--- config.mk ---
export PLATFORM = sky130hd
export DESIGN_NAME = lfsr_rng_stream_flat
export DESIGN_NICKNAME = d
export VERILOG_FILES = /design/src/rtl/lfsr_rng_stream_if.sv /design/src/rtl/lfsr_rng_stream.sv /design/src/flat_wrapper.sv
export SDC_FILE = /design/constraint.sdc
export NUM_CORES = 1
export LEC_CHECK = 0
export ABC_AREA = 1
export CAP_MARGIN = 10
export CORE_MARGIN = 3
export CORE_UTILIZATION = 46
export DETAILED_ROUTE_END_ITERATION = 10
export GPL_TIMING_DRIVEN = 0
export MAX_ROUTING_LAYER = met4
export PLACE_DENSITY = 0.79
export RECOVER_POWER = 25
export SKIP_CTS_REPAIR_TIMING = 1
export SYNTH_ARGS = -nofsm -noshare
export SYNTH_HDL_FRONTEND = slang
export SYNTH_SLANG_ARGS = --single-unit
--- constraint.sdc ---
create_clock -name i_clk -period 2 [get_ports i_clk]
set_input_delay 0.4 -clock i_clk [delete_from_list [all_inputs] [get_ports i_clk]]
set_output_delay 0.4 -clock i_clk [all_outputs]
set_load 0.03 [all_outputs]
--- src/rtl/lfsr_rng_stream_if.sv ---
// Output stream bundle for lfsr_rng_stream: random word plus valid/ready handshake.
interface lfsr_rng_stream_if #(
   parameter int OUT_W = 8
);
   logic [OUT_W-1:0] dout;
   logic             dout_valid;
   logic             dout_ready;

   modport master (
      output dout,
      output dout_valid,
      input  dout_ready
   );

   modport slave (
      input  dout,
      input  dout_valid,
      output dout_ready
   );
endinterface

--- src/rtl/lfsr_rng_stream.sv ---
// Parametrised Fibonacci LFSR random-word generator with warm-up discard,
// runtime reseed, advance enable and a backpressured valid/ready output.
//
// state   | meaning
// --------+------------------------------------------------------------
// ST_WARM | shifting and discarding WARMUP bits after reset or reseed
// ST_RUN  | collecting emitted bits LSB-first into OUT_W-bit words
module lfsr_rng_stream #(
   parameter int                LFSR_W = 32,
   parameter logic [LFSR_W-1:0] TAPS   = 32'h8020_0003,
   parameter logic [LFSR_W-1:0] SEED   = 3515,
   parameter int                OUT_W  = 8,
   parameter int                WARMUP = 33
) (
   input  logic                i_clk,
   input  logic                i_res,
   input  logic                i_en,
   input  logic                i_seed_ld,
   input  logic [LFSR_W-1:0]   i_seed_in,
   output logic                o_warm,
   lfsr_rng_stream_if.master   o_stream
);

   // The all-zero state is a lock-up point, so a zero seed falls back to 1.
   localparam logic [LFSR_W-1:0] SEED_SAFE = (SEED == '0) ? LFSR_W'(1) : SEED;

   localparam int              CNT_W     = (OUT_W > 1) ? $clog2(OUT_W) : 1;
   localparam logic [CNT_W-1:0] CNT_LAST = CNT_W'(OUT_W - 1);

   localparam int              WC_W      = (WARMUP > 1) ? $clog2(WARMUP) : 1;
   localparam int              WC_LAST_I = (WARMUP > 0) ? WARMUP - 1 : 0;
   localparam logic [WC_W-1:0] WC_LAST   = WC_W'(WC_LAST_I);

   typedef enum logic {
      ST_WARM = 1'b0,
      ST_RUN  = 1'b1
   } state_t;

   state_t             r_state;
   logic [LFSR_W-1:0]  r_lfsr;
   logic [CNT_W-1:0]   r_cnt;
   logic [WC_W-1:0]    r_wcnt;
   logic [OUT_W-1:0]   r_acc;
   logic [OUT_W-1:0]   r_dout;
   logic               r_valid;

   logic               w_fb;
   logic               w_bit;
   logic [LFSR_W-1:0]  w_lfsr_nxt;
   logic [LFSR_W-1:0]  w_seed_eff;
   logic [OUT_W-1:0]   w_acc_nxt;
   logic               w_run;
   logic               w_warm_done;
   logic               w_xfer;
   logic               w_stall;

   assign w_fb       = ^(r_lfsr & TAPS);
   assign w_bit      = r_lfsr[LFSR_W-1];
   assign w_lfsr_nxt = {w_fb, r_lfsr[LFSR_W-1:1]};
   assign w_seed_eff = (i_seed_in == '0) ? SEED_SAFE : i_seed_in;

   // With no warm-up the very first enabled cycle already collects a bit.
   assign w_run       = (r_state == ST_RUN) || (WARMUP == 0);
   assign w_warm_done = (WARMUP == 0) || (r_wcnt == WC_LAST);

   assign w_xfer  = r_valid && o_stream.dout_ready;
   // Last bit of a word cannot be committed while the previous word is still held.
   assign w_stall = w_run && (r_cnt == CNT_LAST) && r_valid && !o_stream.dout_ready;

   // Accumulator with the current emitted bit merged in at the current position.
   always_comb begin
      w_acc_nxt        = r_acc;
      w_acc_nxt[r_cnt] = w_bit;
   end

   // Sequencer: reseed beats enable beats hold; handshake runs independently of enable.
   always_ff @(posedge i_clk or negedge i_res) begin
      if (!i_res) begin
         r_state <= ST_WARM;
         r_lfsr  <= SEED_SAFE;
         r_cnt   <= '0;
         r_wcnt  <= '0;
         r_acc   <= '0;
         r_dout  <= '0;
         r_valid <= 1'b0;
      end else begin
         if (w_xfer) begin
            r_valid <= 1'b0;
         end

         if (i_seed_ld) begin
            r_state <= ST_WARM;
            r_lfsr  <= w_seed_eff;
            r_cnt   <= '0;
            r_wcnt  <= '0;
            r_acc   <= '0;
            r_dout  <= '0;
            r_valid <= 1'b0;
         end else if (i_en) begin
            if (!w_run) begin
               r_lfsr <= w_lfsr_nxt;
               if (w_warm_done) begin
                  r_state <= ST_RUN;
                  r_wcnt  <= '0;
               end else begin
                  r_wcnt <= r_wcnt + 1'b1;
               end
            end else if (!w_stall) begin
               r_state <= ST_RUN;
               r_lfsr  <= w_lfsr_nxt;
               if (r_cnt == CNT_LAST) begin
                  // A completed word overrides a same-cycle transfer clear.
                  r_dout  <= w_acc_nxt;
                  r_valid <= 1'b1;
                  r_cnt   <= '0;
                  r_acc   <= '0;
               end else begin
                  r_acc <= w_acc_nxt;
                  r_cnt <= r_cnt + 1'b1;
               end
            end
         end
      end
   end

   assign o_warm              = (r_state == ST_WARM);
   assign o_stream.dout       = r_dout;
   assign o_stream.dout_valid = r_valid;

endmodule

--- src/flat_wrapper.sv ---
// flat-port wrapper written by rule: the top's interface ports become plain ports
module lfsr_rng_stream_flat 
#(
   parameter int                LFSR_W = 32,
   parameter logic [LFSR_W-1:0] TAPS   = 32'h8020_0003,
   parameter logic [LFSR_W-1:0] SEED   = 3515,
   parameter int                OUT_W  = 8,
   parameter int                WARMUP = 33
)
  (i_clk, i_res, i_en, i_seed_ld, i_seed_in, o_warm, o_stream_dout, o_stream_dout_valid, o_stream_dout_ready);
  lfsr_rng_stream_if #(.OUT_W(OUT_W)) o_stream_i ();
  input  logic i_clk;
  input  logic i_res;
  input  logic i_en;
  input  logic i_seed_ld;
  input  logic [LFSR_W-1:0] i_seed_in;
  output logic o_warm;
  output wire logic [$bits(o_stream_i.dout)-1:0] o_stream_dout;
  output wire logic [$bits(o_stream_i.dout_valid)-1:0] o_stream_dout_valid;
  input wire logic [$bits(o_stream_i.dout_ready)-1:0] o_stream_dout_ready;
  assign o_stream_dout = o_stream_i.dout;
  assign o_stream_dout_valid = o_stream_i.dout_valid;
  assign o_stream_i.dout_ready = o_stream_dout_ready;
  lfsr_rng_stream #(.LFSR_W(LFSR_W), .TAPS(TAPS), .SEED(SEED), .OUT_W(OUT_W), .WARMUP(WARMUP)) u_core (.i_clk(i_clk), .i_res(i_res), .i_en(i_en), .i_seed_ld(i_seed_ld), .i_seed_in(i_seed_in), .o_warm(o_warm), .o_stream(o_stream_i));
endmodule
# After elaboration in Yosys (flattened, before gate mapping)
# Index checks and enable logic that the tools add are counted.
# word_totals
register_bits,59
in_bits,37
# op_classes
add_sub_neg,2
order_cmp,2
eq_ne,5
mux,37
bitwise_logic,1
reduce_logical,15
# ops
cell,n
$mux 32,5
$mux 8,10
$logic_not 32->1,1
$reduce_xor 32->1,1
$mux 6,4
$mux 3,5
$mux 1,11
$bwmux 8,1
$add 6x1->6 const B,1
$eq 6x6->1 const B,1
$reduce_bool 2->1,3
$logic_and 1x1->1,5
$lt 3x4->1 const B,1
$ne 2x2->1 const B,2
$reduce_and 2->1,2
$reduce_and 4->1,1
$add 3x1->3 const B,1
$demux 1 s3,1
$eq 3x3->1 const B,1
$ge 3x1->1 const B,1
$ne 3x3->1 const B,1
$reduce_and 3->1,1
$logic_not 1->1,1
$not 1->1,1

# Longest topological paths before layout
# Gate-level depths: netlist (run 1).
# logic_depth
word_depth,10
depth_mapped,9
mapped_depth_nobuf,9

# Worst setup path after synthesis (run 1)
# Ideal clock, no wire load.
# synth_timing
kind,register -> register
startpoint,register u_core.r_cnt[0]
endpoint,register u_core.r_lfsr[26]
t_arrival_ns,1.524
t_required_ns,1.919
slack_ns,0.395
stages_incl_launch_ff,10
path_buffers,2
period_less_slack_ns,1.605
path_cell_list,dfrtp_1 ha_1 ha_1 nand2_1 nor2_4 nor2_8 buf_6 buf_6 nor2_2 a31oi_2
# synth_between
elab_chain_len,6
# synth_lines
item,line,text
"start, declared",lfsr_rng_stream.sv:41,logic [CNT_W-1:0] r_cnt;
"start signal, assigned",lfsr_rng_stream.sv:119,r_cnt <= r_cnt + 1'b1;
$eq 3x3->1,lfsr_rng_stream.sv:68,assign w_stall = w_run && (r_cnt == CNT_LAST) && r_valid && !o_stream.dout_ready;
$logic_and 1x1->1 (3 in a row),lfsr_rng_stream.sv:68,
$ne 3x3->1 (no source line),n/a,
$reduce_and 2->1 (no source line),n/a,
"end signal, assigned",lfsr_rng_stream.sv:93,r_lfsr <= w_seed_eff;
"end signal, assigned",lfsr_rng_stream.sv:101,r_lfsr <= w_lfsr_nxt;
"end signal, assigned",lfsr_rng_stream.sv:110,r_lfsr <= w_lfsr_nxt;
"end, declared",lfsr_rng_stream.sv:40,logic [LFSR_W-1:0] r_lfsr;
# Every way passes these cells.
# A chain may end at the register's enable or synchronous reset.

# Worst setup path in the final report (run 1)
# layout_timing
startpoint,register u_core.r_state
endpoint,output o_warm
# layout_between
elab_chain_len,1
# layout_lines
item,line,text
"start, declared",lfsr_rng_stream.sv:39,state_t r_state;
"start signal, assigned",lfsr_rng_stream.sv:79,r_state <= ST_WARM;
"start signal, assigned",lfsr_rng_stream.sv:92,r_state <= ST_WARM;
"start signal, assigned",lfsr_rng_stream.sv:103,r_state <= ST_RUN;
$not 1->1,lfsr_rng_stream.sv:126,assign o_warm = (r_state == ST_WARM);
"end, declared",flat_wrapper.sv:17,output logic o_warm;
# Every way passes these cells.

==> results of run 1 <==
==> state kept, by name, summed over array words and instances (netlist names) <==
signal / cells
u_core.r_state: 1
u_core.r_wcnt: 6
u_core.r_cnt: 3
u_core.r_acc: 8
u_core.r_lfsr: 32
u_core.o_stream.dout_valid: 1
u_core.o_stream.dout: 8
==> worst max path at each step <==
| stage | end | slack, ns | cells past startpoint |
|---|---|---|---|
| after CTS | o_warm | 0.07 | 2 |
| after global placement | u_core.o_stream.dout[2]$_DFFE_PN0P_ | -1.35 | 1 |
| after global routing | o_warm | 0.009 | 2 |
| final | o_warm | 0.06 | 2 |
| after floorplan | u_core.r_lfsr[26]$_DFFE_PN0P_ | 0.39 | 9 |
| after detailed placement | u_core.o_stream.dout[0]$_DFFE_PN0P_ | 0.14 | 8 |
==> stage by stage <==
stage	total power, uW	hold slack, ns	instance area (um^2)
2_1_floorplan	1710	0.104	3240
3_3_place_gp	1890	0.455	3810
3_5_place_dp	1910	0.458	3820
4_1_cts	2900	0.102	4000
5_1_grt	3030	0.463	4000
6_report	2880	0.447	4000
==> placed cells by master, fill, tap and decap left out, types with 3 or more instances in the layout <==
master and count:
sky130_fd_sc_hd__o21ai_2 10, sky130_fd_sc_hd__o21ai_1 3, sky130_fd_sc_hd__xor2_1 4, sky130_fd_sc_hd__buf_2 5, sky130_fd_sc_hd__a31oi_2 8, sky130_fd_sc_hd__nand2_1 129
sky130_fd_sc_hd__inv_1 21, sky130_fd_sc_hd__clkbuf_8 11, sky130_fd_sc_hd__o21ai_0 25, sky130_fd_sc_hd__nor2_2 6, sky130_fd_sc_hd__clkbuf_1 6, sky130_fd_sc_hd__ha_1 4
sky130_fd_sc_hd__dfstp_2 9, sky130_fd_sc_hd__nand3_1 14, sky130_fd_sc_hd__inv_2 4, sky130_fd_sc_hd__buf_6 6, sky130_fd_sc_hd__clkdlybuf4s50_1 44, sky130_fd_sc_hd__nor2_1 85
sky130_fd_sc_hd__dfrtp_1 50, sky130_fd_sc_hd__a31oi_1 14
==> layer usage <==
metal	track usage	routed length (um)	up-vias
met4	0.0753	119	0
met3	0.0367	376	12
met1	0.271	3520	1391
met5	-	0	-
li1	-	-	1463
met2	0.320	3590	79
==> cell families after synthesis <==
kind of cell,after synthesis
buffers and inverters,43
DFF,59
and+or+nand+nor,242
xor gates and xnor gates,4
adders and majority gates,4
AOI/OAI and AO/OA,66
==> critical path: cells and delay by family (launching register included) <==
kind                   cells  cell delay [ns]
buffers and inverters      2             0.81
flip-flops                 1             0.40
==> power breakdown <==
group          switching [uW]  leakage, uW  total [uW]  internal (uW)
Combinational             289     0.000985         509            219
Sequential               70.2     0.000734        1390           1320
Clock                     472    0.0000884         985            513
Total                     832      0.00181        2880           2050
==> final cells by class <==
type,count,area share
Buffer,18,0.0316
Clock buffer,12,0.0388
Clock inverter,4,0.00626
Inverter,25,0.0235
Multi-Input combinational cell,316,0.383
Sequential cell,59,0.372
Tap cell,93,0.0291
Timing Repair Buffer,46,0.116
==> parameters.txt, run 1 <==
Parameter                              Value

Critical path
  Largest fanout on the critical path    3
  Worst Setup Path Type    reg2out
  Beginning of the worst register-to-register path    u_core.r_cnt[0]$_DFFE_PN0P_
  Worst Setup End Kind    output pin
  R2R depth    9
  Required time of the critical path    1.60 ns
  Ordered list of cells on the worst path    inv_1 -> clkdlybuf4s50_1
  End of the worst register-to-register path    u_core.r_lfsr[28]$_DFFE_PN0P_
  Launch point of the worst path    u_core.r_state$_DFFE_PN0N_
  Startpoint kind of the worst setup timing path    register
  Worst reg-to-reg setup slack    0.18 ns
  Cell type of the slowest stage on the worst timing path    sky130_fd_sc_hd__clkdlybuf4s50_1
  Arrival time reported for the critical path endpoint    about 1.5 ns
  Largest incremental delay on the critical path    0.69 ns

Route
  Detail-routed net length per standard cell    about 13 um
  Count of vias placed by the detailed router    between 2000 and 3000
  Total Wirelength    ~7600 um
  Detailed-route vias per instance    slightly above 5
  DRC Markers    0
  Initial DRT Pass Iterations    4
  Iteration-0 DRC count of the detailed router    approximately 240
  Antenna Nets Post-Route    0

Logic synthesis
  Async S/R FF share, synth    1.00
  Combinational family with the most area after synthesis    simple AND/OR/NAND/NOR gates
  Most frequently used cell type in the post-synthesis netlist    sky130_fd_sc_hd__nand2_1
  Yosys top cell area share    0.386
  Mux contribution to synthesized area    0
  Synthesized-area fraction occupied by ao, oa, aoi and oai cells    0.141
  Avg Synthesized Cell Area    around 7.7 um^2
  Synthesized netlist cell count    ~420
  Cell types with the largest area share after synthesis    sky130_fd_sc_hd__dfrtp_1 (39%), sky130_fd_sc_hd__nand2_1 (15%), sky130_fd_sc_hd__nor2_1 (9.8%), sky130_fd_sc_hd__dfstp_2 (7.3%), sky130_fd_sc_hd__o21ai_0 (3.9%)
  Number of register bits inferred by synthesis    59
  Number of library cell types mapped by synthesis    32
  Area share of and/or/nand/nor cells after synthesis    0.305
  Post-synth EDFFs    0
  Net count after synthesis    approximately 460
  Post-Syn Area    about 3200 um^2
  Xor and xnor area share after synthesis    0.0108
  Cell type with the highest aggregate area in the netlist    sky130_fd_sc_hd__dfrtp_1
  Most used standard cells in the synthesized netlist    sky130_fd_sc_hd__nand2_1 (129), sky130_fd_sc_hd__nor2_1 (85), sky130_fd_sc_hd__dfrtp_1 (50)
  Adder and majority cell fraction of the synthesized area    0.0154
  Synthesis Warnings    0
  Post-synthesis sequential area ratio    0.459
  Flip-flop cell with the highest count after synthesis    sky130_fd_sc_hd__dfrtp_1

STA
  Worst Setup Slack, final    0.0606 ns
  Count of final max-slew check failures    28
  Pin slew with the least headroom to its limit    approximately 1.6 ns
  Minimum clock period after layout    approximately 1.9 ns
  Worst clock skew on the final layout    approximately 0.0069 ns
  Final hold violations    0
  FMAX    roughly 520 MHz
  Final setup fails    0
  Fin Setup TNS    0 ns
  Slew headroom    -0.0606
  Post-route fraction of the period consumed by the critical path    0.970
  Unrepaired setup endpoints after global routing    false

Floorplan
  Die height    between 80 and 90 um
  Top-Level Pins    between 40 and 50
  Starting density of the core    0.493
  Chip Width    89.9 um
  Core box area    about 6600 um^2
  Die area    8080 um^2
  Standard-cell row count    29

Power
  Power per unit of standard cell area    approximately 700 nW/um^2
  Leak pwr    between 0.0015 and 0.002 uW
  VDD IR-drop max    around 0.33 mV

Final layout
  Non-filler cells, final    approximately 570
  Fin nets    about 520
  Fill cell total of the finished layout    587
  Area added between synthesis and finish    23.5%
  Antenna diode instance count    0
  Area occupied by multi-input gates    ~1500 um^2
  Combined flip-flop and latch cell area    ~1500 um^2
  Final core utilization    0.609
  Proportion of layout cells with a drive suffix above 1    0.150

GRT
  Total Routing Usage GR    0.205
  Vias in the first global route    roughly 2900
  Wire length of the first global-routing pass    around 13000 um
  Antenna violations before repair    0
  Maximum number of pins on one net before global-route repair    33
  Global route total overflow    0

CTS
  Deepest clock path buffer count    2
  Skew-Pair Late Insertion Delay    between 0.3 and 0.4 ns
  Clock root cell    sky130_fd_sc_hd__clkbuf_8
  Max H-tree Level    3
  Num CTS Buffers    9
  Clock-pin slew on the worst setup and hold paths    around 0.06 ns
  TritonCTS clock tree    done
  Sink Count    roughly 60

Outcome
  Run status    finished, violations left
  Violations in the final reports    max-capacitance violations, max-slew violations

Worst hold path
  Hold EP    u_core.r_cnt[0]$_DFFE_PN0P_
  Worst min-delay path startpoint    i_seed_ld
  Worst hold-check path type    in2reg
  Worst hold path stage count    4

Job
  Max capacitance violation total    1

Placement
  Final HPWL from detailed placement    about 5400 um
  GP Congestion    0.848
  Pre-CTS setup slack    0.141 ns
  Placed cell count    ~560
  Number of buffers added on ports    45
Power figures use the tool's default switching activity.
==> run 2, diff against run 1 <==
--- a/config.mk
+++ b/config.mk
@@ -8,2 +8,3 @@
 export ABC_AREA = 1
+export ABC_CLOCK_PERIOD_IN_PS = 2000
 export CAP_MARGIN = 10
==> constraint.sdc (replaced) <==
create_clock -name i_clk -period 2 [get_ports i_clk]
set_input_delay 0.6 -clock i_clk [delete_from_list [all_inputs] [get_ports i_clk]]
set_output_delay 0.6 -clock i_clk [all_outputs]
set_load 0.03 [all_outputs]
==> parameters.txt, run 2 (same netlist as run 1, synthesis figures left out) <==
Parameter                              Value

GRT
  Maximum number of pins on one net before global-route repair    33 (unchanged)
  Vias in the first global route    2870 (unchanged)
  Total Routing Usage GR    0.205 (unchanged)
  Antenna violations before repair    0 (unchanged)
  Wire length of the first global-routing pass    13400 um (unchanged)
  Global route total overflow    0 (unchanged)

Critical path
  Required time of the critical path    1.40 ns (-0.20 ns)
  Cell type of the slowest stage on the worst timing path    sky130_fd_sc_hd__clkdlybuf4s50_1
  Worst reg-to-reg setup slack    0.18 ns (about the same)
  Largest fanout on the critical path    2 (-1)
  Worst Setup Path Type    reg2out
  Arrival time reported for the critical path endpoint    1.35 ns (-0.19 ns)
  Ordered list of cells on the worst path    clkdlybuf4s50_1
  Worst Setup End Kind    output pin
  Startpoint kind of the worst setup timing path    register
  Buffer and inverter count on the worst path    1 (-1)
  Largest incremental delay on the critical path    0.67 ns (-0.02 ns)
  Category of cells accounting for the largest share of critical-path delay    buffers and inverters

Final layout
  Area of all placed cells without fillers    4020 um^2 (+0.44%)
  Most frequent standard cell in the layout excluding fill and tap cells    sky130_fd_sc_hd__nand2_1
  Final core utilization    0.612 (+0.00267)
  Reg with most FFs    u_core.r_lfsr
  Number of flip-flops in the largest register    32 (unchanged)
  Fin nets    516 (unchanged)
  Commonest cells after routing, fill and taps aside    sky130_fd_sc_hd__nand2_1 (129), sky130_fd_sc_hd__nor2_1 (85), sky130_fd_sc_hd__dfrtp_1 (50), sky130_fd_sc_hd__clkdlybuf4s50_1 (37), sky130_fd_sc_hd__o21ai_0 (25)
  Area added between synthesis and finish    24.0%
  Proportion of layout cells with a drive suffix above 1    0.150 (unchanged)
  Fill cell total of the finished layout    581 (-1.0%)
  Antenna diode instance count    0 (unchanged)

CTS
  TritonCTS clock tree    done
  Sink Count    59 (unchanged)
  Clock root cell    sky130_fd_sc_hd__clkbuf_8
  Deepest clock path buffer count    2 (unchanged)
  Num CTS Buffers    9 (unchanged)
  Clock-pin slew on the worst setup and hold paths    0.07 ns (about the same)
  Max H-tree Level    3 (unchanged)
  Skew-Pair Late Insertion Delay    0.33 ns (about the same)

Outcome
  Run status    finished, violations left
  Violations in the final reports    max-capacitance violations, max-slew violations

Placement
  GP Congestion    0.848 (unchanged)
  Final HPWL from detailed placement    5450 um (unchanged)
  Number of buffers added on ports    45 (unchanged)
  DP Area    3820 um^2 (unchanged)

STA
  Post-route fraction of the period consumed by the critical path    0.975 (+0.00493)
  Worst-case hold slack    0.471 ns (+0.0234 ns)
  Minimum clock period after layout    1.95 ns (+0.00987 ns)
  Slew headroom    -0.0605 (+0.000104)
  Fin Setup TNS    0 ns (unchanged)
  Pin slew with the least headroom to its limit    1.59 ns (-0.000156 ns)
  Unrepaired setup endpoints after global routing    false
  Count of final max-slew check failures    28 (unchanged)
  Worst clock skew on the final layout    0.00691 ns (+0.0000206 ns)
  FMAX    513 MHz (-0.51%)
  Final setup fails    0 (unchanged)
  Final hold violations    0 (unchanged)

Worst hold path
  Worst hold-check path type    reg2reg

Job
  Max capacitance violation total    1 (unchanged)

Power
  VDD IR-drop max    0.328 mV (about the same)
  Power per unit of standard cell area    717 nW/um^2 (-0.43%)
  Leak pwr    0.00192 uW (+6.0%)
  Post-layout total power    2880 uW (about the same)

Floorplan
  Die area    8080 um^2 (unchanged)
  Top-Level Pins    47 (unchanged)
  Die height    89.9 um (unchanged)
  Starting density of the core    0.493 (unchanged)
  Chip Width    89.9 um (unchanged)
  Standard-cell row count    29 (unchanged)
  Core box area    6570 um^2 (unchanged)

Route
  Detail-routed net length per standard cell    13.3 um (about the same)
  Iteration-0 DRC count of the detailed router    240 (+2.1%)
  Total Wirelength    7610 um (about the same)
  Antenna Nets Post-Route    0 (unchanged)
  Detailed-route vias per instance    5.16 (+0.37%)
  Initial DRT Pass Iterations    5 (+1)
  Count of vias placed by the detailed router    2956 (+0.37%)
  DRC Markers    0 (unchanged)
[run 2: cell types whose count changed in the layout (fill, tap and decap cells not counted), sizes merged]
cell,before,now
dlymetal6s2s,0,7
clkdlybuf4s50,44,37
[run 2: worst paths after layout]
| kind | from | end | depth (start not counted) |
|---|---|---|---|
| worst max-delay path | u_core.o_stream.dout[0]$_DFFE_PN0P_ | o_stream_dout[0] | 1 |
| worst min-delay path | u_core.r_lfsr[11]$_DFFE_PN1P_ | u_core.r_lfsr[11]$_DFFE_PN1P_ | 2 |
| worst max register to register | u_core.r_cnt[0]$_DFFE_PN0P_ | u_core.r_cnt[1]$_DFFE_PN0P_ | 9 |
| worst min register to register | u_core.r_lfsr[11]$_DFFE_PN1P_ | u_core.r_lfsr[11]$_DFFE_PN1P_ | 2 |
| max in group asynchronous | i_res | u_core.r_lfsr[0]$_DFFE_PN1P_ | 2 |
| min in group asynchronous | i_res | u_core.r_lfsr[9]$_DFFE_PN0P_ | 1 |
[run 2: area by class of cell]
class / count / area [um^2] / area share
Buffer: 18 / 126 / 0.0315
Clock buffer: 12 / 155 / 0.0386
Clock inverter: 4 / 25.0 / 0.00623
Inverter: 25 / 93.8 / 0.0234
Multi-Input combinational cell: 316 / 1530 / 0.381
Sequential cell: 59 / 1490 / 0.370
Tap cell: 93 / 116 / 0.0290
Timing Repair Buffer: 46 / 482 / 0.120
[run 2: per-layer routing]
| metal | vias up | routed length, um | global-route usage |
|---|---|---|---|
| li1 | 1462 | - | - |
| met1 | 1393 | 3510 | 0.271 |
| met2 | 87 | 3590 | 0.320 |
| met3 | 14 | 389 | 0.0367 |
| met4 | 0 | 123 | 0.0753 |
| met5 | - | 0 | - |
[run 2: power breakdown]
group	leakage, uW	switching (uW)	internal, uW
registers	0.000734	70.1	1320
clock network	0.0000884	473	513
logic	0.00109	290	219
total	0.00192	833	2050
[run 2: metrics by stage]
step	std cells	setup WS [ns]
3_5_place_dp	557	-0.0439
4_1_cts	573	-0.129
3_3_place_gp	556	-1.55
6_report	573	0.0507
5_1_grt	573	0.0115
2_1_floorplan	418	0.395
